File: config.mk
export PLATFORM = sky130hd
export DESIGN_NAME = mem_arbiter_flat
export DESIGN_NICKNAME = d
export VERILOG_FILES = /design/src/rtl/mem_arb_pkg.sv /design/src/rtl/mem_arbiter_if.sv /design/src/rtl/mem_arb_rr.sv /design/src/rtl/mem_arbiter.sv /design/src/flat_wrapper.sv
export SDC_FILE = /design/constraint.sdc
export NUM_CORES = 1
export LEC_CHECK = 0
export ABC_AREA = 1
export CAP_MARGIN = 20
export CORE_AREA = 2 2 55 57
export DETAILED_ROUTE_END_ITERATION = 8
export DIE_AREA = 0 0 57 59
export PLACE_DENSITY = 0.82
export SETUP_SLACK_MARGIN = 0.02
export SLEW_MARGIN = 10
export SYNTH_ARGS = -nofsm -noshare
export SYNTH_HDL_FRONTEND = slang
export SYNTH_HIERARCHICAL = 1
export SYNTH_SLANG_ARGS = --single-unit
File: constraint.sdc
create_clock -name clk -period 4.68 [get_ports clk]
set_clock_uncertainty 0.15 [all_clocks]
set_input_delay 0.936 -clock clk [delete_from_list [all_inputs] [get_ports clk]]
set_output_delay 0.936 -clock clk [all_outputs]
set_load 0.02 [all_outputs]
File: src/rtl/mem_arb_pkg.sv
// Shared types for the CPU/loader memory arbiter.
// State, requester encoding and default burst limit.
package mem_arb_pkg;

    typedef enum logic [1:0] {
        BOOT = 2'd0,
        RUN  = 2'd1,
        LOCK = 2'd2
    } state_t;

    typedef enum logic {
        OWN_CPU = 1'b0,
        OWN_LDR = 1'b1
    } owner_t;

    localparam int MAX_BURST_DEF = 16;

endpackage

File: src/rtl/mem_arbiter_if.sv
// Requester and memory-side bundle of the arbiter.
// slave = arbiter view, master = surrounding system.
interface mem_arbiter_if #(
    parameter int ADDR_W = 8,
    parameter int DATA_W = 8
);
    logic              cpu_req;
    logic              cpu_we;
    logic [ADDR_W-1:0] cpu_addr;
    logic [DATA_W-1:0] cpu_wdata;
    logic              cpu_gnt;
    logic              cpu_stall;
    logic              cpu_hold;
    logic              cpu_valid;

    logic              ldr_req;
    logic              ldr_we;
    logic              ldr_lock;
    logic              ldr_done;
    logic [ADDR_W-1:0] ldr_addr;
    logic [DATA_W-1:0] ldr_wdata;
    logic              ldr_gnt;
    logic              ldr_valid;

    logic [DATA_W-1:0] rdata;

    logic              mem_en;
    logic              mem_we;
    logic [ADDR_W-1:0] mem_addr;
    logic [DATA_W-1:0] mem_wdata;
    logic [DATA_W-1:0] mem_rdata;

    modport slave (
        input  cpu_req, cpu_we, cpu_addr, cpu_wdata,
        input  ldr_req, ldr_we, ldr_lock, ldr_done,
        input  ldr_addr, ldr_wdata, mem_rdata,
        output cpu_gnt, cpu_stall, cpu_hold, cpu_valid,
        output ldr_gnt, ldr_valid, rdata,
        output mem_en, mem_we, mem_addr, mem_wdata
    );

    modport master (
        output cpu_req, cpu_we, cpu_addr, cpu_wdata,
        output ldr_req, ldr_we, ldr_lock, ldr_done,
        output ldr_addr, ldr_wdata, mem_rdata,
        input  cpu_gnt, cpu_stall, cpu_hold, cpu_valid,
        input  ldr_gnt, ldr_valid, rdata,
        input  mem_en, mem_we, mem_addr, mem_wdata
    );

endinterface

File: src/rtl/mem_arb_rr.sv
// Two-way round-robin picker.
// prio_b_i selects the winner when both sides request.
module mem_arb_rr (
    input  logic req_a_i,
    input  logic req_b_i,
    input  logic prio_b_i,
    output logic gnt_a_o,
    output logic gnt_b_o
);

    assign gnt_a_o = req_a_i & (~req_b_i | ~prio_b_i);
    assign gnt_b_o = req_b_i & (~req_a_i |  prio_b_i);

endmodule

File: src/rtl/mem_arbiter.sv
// Arbitrates one synchronous single-port memory between CPU and boot loader.
// BOOT holds the CPU, RUN alternates, LOCK gives the loader bounded bursts.
module mem_arbiter
    import mem_arb_pkg::*;
#(
    parameter int ADDR_W    = 8,
    parameter int DATA_W    = 8,
    parameter int MAX_BURST = MAX_BURST_DEF
) (
    input logic         clk,
    input logic         rst_n,
    mem_arbiter_if.slave bus
);

    localparam int CNT_W = (MAX_BURST > 1) ? $clog2(MAX_BURST) : 1;
    localparam logic [CNT_W-1:0] CNT_MAX = CNT_W'(MAX_BURST - 1);

    state_t           state_q, state_d;
    owner_t           rr_q, rr_d;
    logic [CNT_W-1:0] cnt_q, cnt_d;
    logic             rd_vld_q;
    owner_t           rd_own_q;

    logic              rr_cpu, rr_ldr;
    logic              cpu_gnt, ldr_gnt;
    logic [ADDR_W-1:0] addr_mux;
    logic [DATA_W-1:0] wdata_mux;

    mem_arb_rr u_rr (
        .req_a_i  (bus.cpu_req),
        .req_b_i  (bus.ldr_req),
        .prio_b_i (rr_q == OWN_LDR),
        .gnt_a_o  (rr_cpu),
        .gnt_b_o  (rr_ldr)
    );

    always_comb begin
        cpu_gnt = 1'b0;
        ldr_gnt = 1'b0;
        unique case (state_q)
            BOOT: ldr_gnt = bus.ldr_req;
            RUN: begin
                cpu_gnt = rr_cpu;
                ldr_gnt = rr_ldr;
            end
            LOCK: ldr_gnt = bus.ldr_req;
            default: ;
        endcase
    end

    always_comb begin
        state_d = state_q;
        rr_d    = rr_q;
        cnt_d   = cnt_q;
        // rr_q names the side that wins the next contended cycle
        if (cpu_gnt) rr_d = OWN_LDR;
        if (ldr_gnt) rr_d = OWN_CPU;
        unique case (state_q)
            BOOT: if (bus.ldr_done) state_d = RUN;
            RUN: begin
                if (ldr_gnt && bus.ldr_lock) begin
                    state_d = LOCK;
                    cnt_d   = '0;
                end
            end
            LOCK: begin
                if (ldr_gnt && cnt_q != CNT_MAX) cnt_d = cnt_q + CNT_W'(1);
                if (!bus.ldr_lock || (cnt_d == CNT_MAX && bus.cpu_req)) begin
                    state_d = RUN;
                    rr_d    = OWN_CPU;
                end
            end
            default: state_d = BOOT;
        endcase
    end

    always_ff @(posedge clk) begin
        if (!rst_n) begin
            state_q  <= BOOT;
            rr_q     <= OWN_CPU;
            cnt_q    <= '0;
            rd_vld_q <= 1'b0;
            rd_own_q <= OWN_CPU;
        end else begin
            state_q  <= state_d;
            rr_q     <= rr_d;
            cnt_q    <= cnt_d;
            rd_vld_q <= (cpu_gnt & ~bus.cpu_we) | (ldr_gnt & ~bus.ldr_we);
            rd_own_q <= ldr_gnt ? OWN_LDR : OWN_CPU;
        end
    end

    assign addr_mux  = ldr_gnt ? bus.ldr_addr  : bus.cpu_addr;
    assign wdata_mux = ldr_gnt ? bus.ldr_wdata : bus.cpu_wdata;

    assign bus.cpu_gnt   = cpu_gnt;
    assign bus.ldr_gnt   = ldr_gnt;
    assign bus.cpu_stall = bus.cpu_req & ~cpu_gnt;
    assign bus.cpu_hold  = (state_q == BOOT);
    assign bus.mem_en    = cpu_gnt | ldr_gnt;
    assign bus.mem_we    = (ldr_gnt & bus.ldr_we) | (cpu_gnt & bus.cpu_we);
    assign bus.mem_addr  = addr_mux;
    assign bus.mem_wdata = wdata_mux;
    assign bus.cpu_valid = rd_vld_q & (rd_own_q == OWN_CPU);
    assign bus.ldr_valid = rd_vld_q & (rd_own_q == OWN_LDR);
    assign bus.rdata     = bus.mem_rdata;

endmodule

File: src/flat_wrapper.sv
// flat-port wrapper written by rule: the top's interface ports become plain ports
module mem_arbiter_flat import mem_arb_pkg::*;
#(
    parameter int ADDR_W    = 8,
    parameter int DATA_W    = 8,
    parameter int MAX_BURST = MAX_BURST_DEF
)
  (clk, rst_n, bus_cpu_req, bus_cpu_we, bus_cpu_addr, bus_cpu_wdata, bus_ldr_req, bus_ldr_we, bus_ldr_lock, bus_ldr_done, bus_ldr_addr, bus_ldr_wdata, bus_mem_rdata, bus_cpu_gnt, bus_cpu_stall, bus_cpu_hold, bus_cpu_valid, bus_ldr_gnt, bus_ldr_valid, bus_rdata, bus_mem_en, bus_mem_we, bus_mem_addr, bus_mem_wdata);
  mem_arbiter_if #(.ADDR_W(ADDR_W), .DATA_W(DATA_W)) bus_i ();
  input logic clk;
  input logic rst_n;
  input wire logic [$bits(bus_i.cpu_req)-1:0] bus_cpu_req;
  input wire logic [$bits(bus_i.cpu_we)-1:0] bus_cpu_we;
  input wire logic [$bits(bus_i.cpu_addr)-1:0] bus_cpu_addr;
  input wire logic [$bits(bus_i.cpu_wdata)-1:0] bus_cpu_wdata;
  input wire logic [$bits(bus_i.ldr_req)-1:0] bus_ldr_req;
  input wire logic [$bits(bus_i.ldr_we)-1:0] bus_ldr_we;
  input wire logic [$bits(bus_i.ldr_lock)-1:0] bus_ldr_lock;
  input wire logic [$bits(bus_i.ldr_done)-1:0] bus_ldr_done;
  input wire logic [$bits(bus_i.ldr_addr)-1:0] bus_ldr_addr;
  input wire logic [$bits(bus_i.ldr_wdata)-1:0] bus_ldr_wdata;
  input wire logic [$bits(bus_i.mem_rdata)-1:0] bus_mem_rdata;
  output wire logic [$bits(bus_i.cpu_gnt)-1:0] bus_cpu_gnt;
  output wire logic [$bits(bus_i.cpu_stall)-1:0] bus_cpu_stall;
  output wire logic [$bits(bus_i.cpu_hold)-1:0] bus_cpu_hold;
  output wire logic [$bits(bus_i.cpu_valid)-1:0] bus_cpu_valid;
  output wire logic [$bits(bus_i.ldr_gnt)-1:0] bus_ldr_gnt;
  output wire logic [$bits(bus_i.ldr_valid)-1:0] bus_ldr_valid;
  output wire logic [$bits(bus_i.rdata)-1:0] bus_rdata;
  output wire logic [$bits(bus_i.mem_en)-1:0] bus_mem_en;
  output wire logic [$bits(bus_i.mem_we)-1:0] bus_mem_we;
  output wire logic [$bits(bus_i.mem_addr)-1:0] bus_mem_addr;
  output wire logic [$bits(bus_i.mem_wdata)-1:0] bus_mem_wdata;
  assign bus_i.cpu_req = bus_cpu_req;
  assign bus_i.cpu_we = bus_cpu_we;
  assign bus_i.cpu_addr = bus_cpu_addr;
  assign bus_i.cpu_wdata = bus_cpu_wdata;
  assign bus_i.ldr_req = bus_ldr_req;
  assign bus_i.ldr_we = bus_ldr_we;
  assign bus_i.ldr_lock = bus_ldr_lock;
  assign bus_i.ldr_done = bus_ldr_done;
  assign bus_i.ldr_addr = bus_ldr_addr;
  assign bus_i.ldr_wdata = bus_ldr_wdata;
  assign bus_i.mem_rdata = bus_mem_rdata;
  assign bus_cpu_gnt = bus_i.cpu_gnt;
  assign bus_cpu_stall = bus_i.cpu_stall;
  assign bus_cpu_hold = bus_i.cpu_hold;
  assign bus_cpu_valid = bus_i.cpu_valid;
  assign bus_ldr_gnt = bus_i.ldr_gnt;
  assign bus_ldr_valid = bus_i.ldr_valid;
  assign bus_rdata = bus_i.rdata;
  assign bus_mem_en = bus_i.mem_en;
  assign bus_mem_we = bus_i.mem_we;
  assign bus_mem_addr = bus_i.mem_addr;
  assign bus_mem_wdata = bus_i.mem_wdata;
  mem_arbiter #(.ADDR_W(ADDR_W), .DATA_W(DATA_W), .MAX_BURST(MAX_BURST)) u_core (.clk(clk), .rst_n(rst_n), .bus(bus_i));
endmodule
==> results.toml <==
[status]
run_status = "completed"

[synthesis]
synth_top_area_share_pct = 32.23
ys_seq_area_share_pct = 20.63
multiplexer_fraction_of_the_synthesized_cell_area_pct = 0
yosys_warnings = 6
asyncSetResetFlopFracSynth_pct = 0
post_synth_instance_area_um2 = 873.3
netlist_top_cells_area = "sky130_fd_sc_hd__nand2_1 32%, sky130_fd_sc_hd__dfxtp_1 21%, sky130_fd_sc_hd__buf_4 7.7%"
synth_top_family_by_area = "simple AND/OR/NAND/NOR gates"
yosys.cell_types.count = 22
number_of_synthesized_flops_with_an_enable_pin = 0
count_of_state_elements_after_synthesis = 9
synth_flop_cell = "sky130_fd_sc_hd__dfxtp_1"
synth.net_count = 205
synth.largest_area_cell = "sky130_fd_sc_hd__nand2_1"
synth_compound_area_share_pct = 8.883
adder_cell_area_share_of_the_yosys_netlist_pct = 1.433
synth_cells = 156
xor_and_xnor_area_share_after_synthesis_pct = 1.003
yosys.area_share.simple_pct = 49.28
postSynthAreaPerCell_um2 = 5.598

[clock_network]
clock_insertion_delay_worst_skew_ns = 0.26
ctsResizeCount = 0
cts_root_buf = "sky130_fd_sc_hd__clkbuf_4"
clock_tree_from_tritoncts = "built"
clk_path_buf_depth = 2
cts_htree_levels = 1
clk_transition_reported_paths_ns = 0.06
cts-buffers-inserted = 3
cts_setup_buffers = 0
cts_sinks = 9
post_cts_hold_buffer_count = 0

[setup_path]
critPathRequiredTime_ns = 3.59
r2r-start = "u_core/rr_q"
timing.critical_path.fanout_max = 25
critical_path_class = "primary input to primary output"
critPathArrivalTime_ns = 2.99
rr_endpoint = "u_core/state_q[0]"
timing.critical_path.from_type = "primary input"
crit_start = "bus_ldr_req"
critPathCapture = "bus_mem_we"
timing.reg2reg.worst_path_depth = 12
reg2reg_setup_slack_ns = 2.72
worstSetupEndpointType = "primary output"

[detailed_routing]
num_vias = 1098
totalWireLength_um = 2626
dr.first_iter.drc_count = 43
drtAntennaViolNets = 0
drc = 0
dr.pass1.iters = 4
route.detailed.vias_per_inst = 4.537
per_cell_routed_wire_length_um = 10.85

[placement]
portbufs = 63
hpwlAfterDp_um = 2045
place_area_um2 = 1454
place.gp.congestion = 0.7903
detailedPlace.worstSlack_ns = 0.6122
numPlacedInstances = 238

[timing]
final.setup.worst_slack_ns = 0.6084
fmax_mhz = 245.6
final_min_period_over_clock_period_pct = 87.00
unrepaired_setup_endpoints_after_global_routing = "no"
final_hold_viol_count = 0
hold-worst-slack_ns = 0.3440
setup-tns-final_ns = 0
setup_violations = 0
final.min_clock_period_ns = 4.072
worst_slew_margin_pct = 69.81
worst_pin_slew_ns = 0.4513
finalMaxSlewViolations = 0

[min_path]
cell_depth_of_the_worst_min_delay_path = 2
worst_min_delay_path_category = "flip-flop to flip-flop"
hold_path.startpoint = "u_core/cnt_q[1]"

[global_route]
grt_pass1_vias = 968
initial_antenna_violation_count = 0
global_route_wire_length_before_repair_um = 4112
grt_max_degree = 26
grt_overflow_total = 0
grt_use_total_pct = 15.34

[power]
power.leakage_nw = 0.6942
p_total_mw = 0.3814
ir_worst_vdd_mv = 0.1828
power-per-cell-area_nw_per_um2 = 257.7

[final_layout]
finalNetCount = 261
layout.core_utilization_pct = 54.62
multi_input_logic_area_um2 = 529.3
stdcell_count = 242
antennaDiodeCount = 0
synthesis_to_finish_area_growth_pct = 69.48
drive_gt1_share_pct = 8.057
final_cell_area_um2 = 1480
seq_area_um2 = 180.2
nFillCells = 273

[floorplan]
fp.dieH_um = 59
floorplan_row_count = 19
io_pins = 80
start_util_pct = 32.23
floorplan.die_area_um2 = 3363
die_width_um = 57
design.core.area_um2 = 2710

[flow_run]
drv_cap = 0
[state kept, by name (all words and copies together), names as in the netlist]
| register | flops |
|---|---|
| u_core/rr_q | 1 |
| u_core/state_q | 2 |
| u_core/rd_own_q | 1 |
| u_core/cnt_q | 4 |
| u_core/rd_vld_q | 1 |
[worst max-delay path, cell delays in order]
cell and delay (ns):
sky130_fd_sc_hd__clkdlybuf4s50_1 0.53, sky130_fd_sc_hd__nand2_1 0.07, sky130_fd_sc_hd__nand2_1 0.08, sky130_fd_sc_hd__nand3_2 0.10, sky130_fd_sc_hd__nand2_4 0.24, sky130_fd_sc_hd__inv_2 0.22, sky130_fd_sc_hd__o22ai_1 0.18, sky130_fd_sc_hd__clkdlybuf4s50_1 0.64
[final cells by class]
cell class	instances	share of cell area [%]
Timing Repair Buffer	63	42.60
Multi-Input combinational cell	115	35.76
Sequential cell	9	12.17
Inverter	20	5.072
Tap cell	31	2.620
Clock buffer	4	1.775
[where the power goes]
part | internal [mW] | switching [mW] | leakage, nW
sequential | 0.0820 | 0.00562 | 0.0733
clock | 0.0328 | 0.0264 | 0.0150
combinational | 0.111 | 0.124 | 0.606
total | 0.226 | 0.156 | 0.694
[cells in the final DEF (no fill, tap or decap), types with 3 or more instances in the layout]
cell type	synthesis	final
sky130_fd_sc_hd__nand3_1	8	8
sky130_fd_sc_hd__dfxtp_1	9	9
sky130_fd_sc_hd__nand3_2	4	4
sky130_fd_sc_hd__clkbuf_4	0	3
sky130_fd_sc_hd__nand2_1	75	75
sky130_fd_sc_hd__a21oi_1	7	7
sky130_fd_sc_hd__inv_2	3	3
sky130_fd_sc_hd__clkdlybuf4s50_1	0	63
sky130_fd_sc_hd__inv_1	17	17
sky130_fd_sc_hd__nand2_2	4	4
sky130_fd_sc_hd__nor2_1	7	7
[synthesized netlist by cell type, types with 2 or more instances]
master                    instances
sky130_fd_sc_hd__nand2_2          4
sky130_fd_sc_hd__inv_2            3
sky130_fd_sc_hd__buf_2            2
sky130_fd_sc_hd__nor2_1           7
sky130_fd_sc_hd__nand2_1         75
sky130_fd_sc_hd__dfxtp_1          9
sky130_fd_sc_hd__nand3_2          4
sky130_fd_sc_hd__inv_1           17
sky130_fd_sc_hd__a21oi_1          7
sky130_fd_sc_hd__buf_4            9
sky130_fd_sc_hd__nand3_1          8
[kinds of logic (layout without fill, tap and decap cells)]
group | Yosys count | in the layout
AND/OR/NAND/NOR | 100 | 100
buffers and inverters | 32 | 87
flip-flops | 9 | 9
AO/OA/AOI/OAI | 13 | 13
adder cells (fa/ha/maj) | 1 | 1
XOR/XNOR | 1 | 1
[layer usage]
metal  global-route usage (%)  part of all wire, %  vias to the layer above
li1                         -                    -                      578
met3                    5.895                   10                        2
met4                    2.326                 0.15                        0
met2                    28.24                   51                       47
met5                        0                    0                        -
met1                    17.14                   39                      471
[worst min-delay path by stage]
stage	end
detailed placement	u_core/cnt_q[1]
floorplan	u_core/cnt_q[3]
global placement	u_core/cnt_q[1]
finish	u_core/cnt_q[1]
CTS	u_core/cnt_q[1]
global route	u_core/cnt_q[1]
Power figures use the tool's default switching activity.
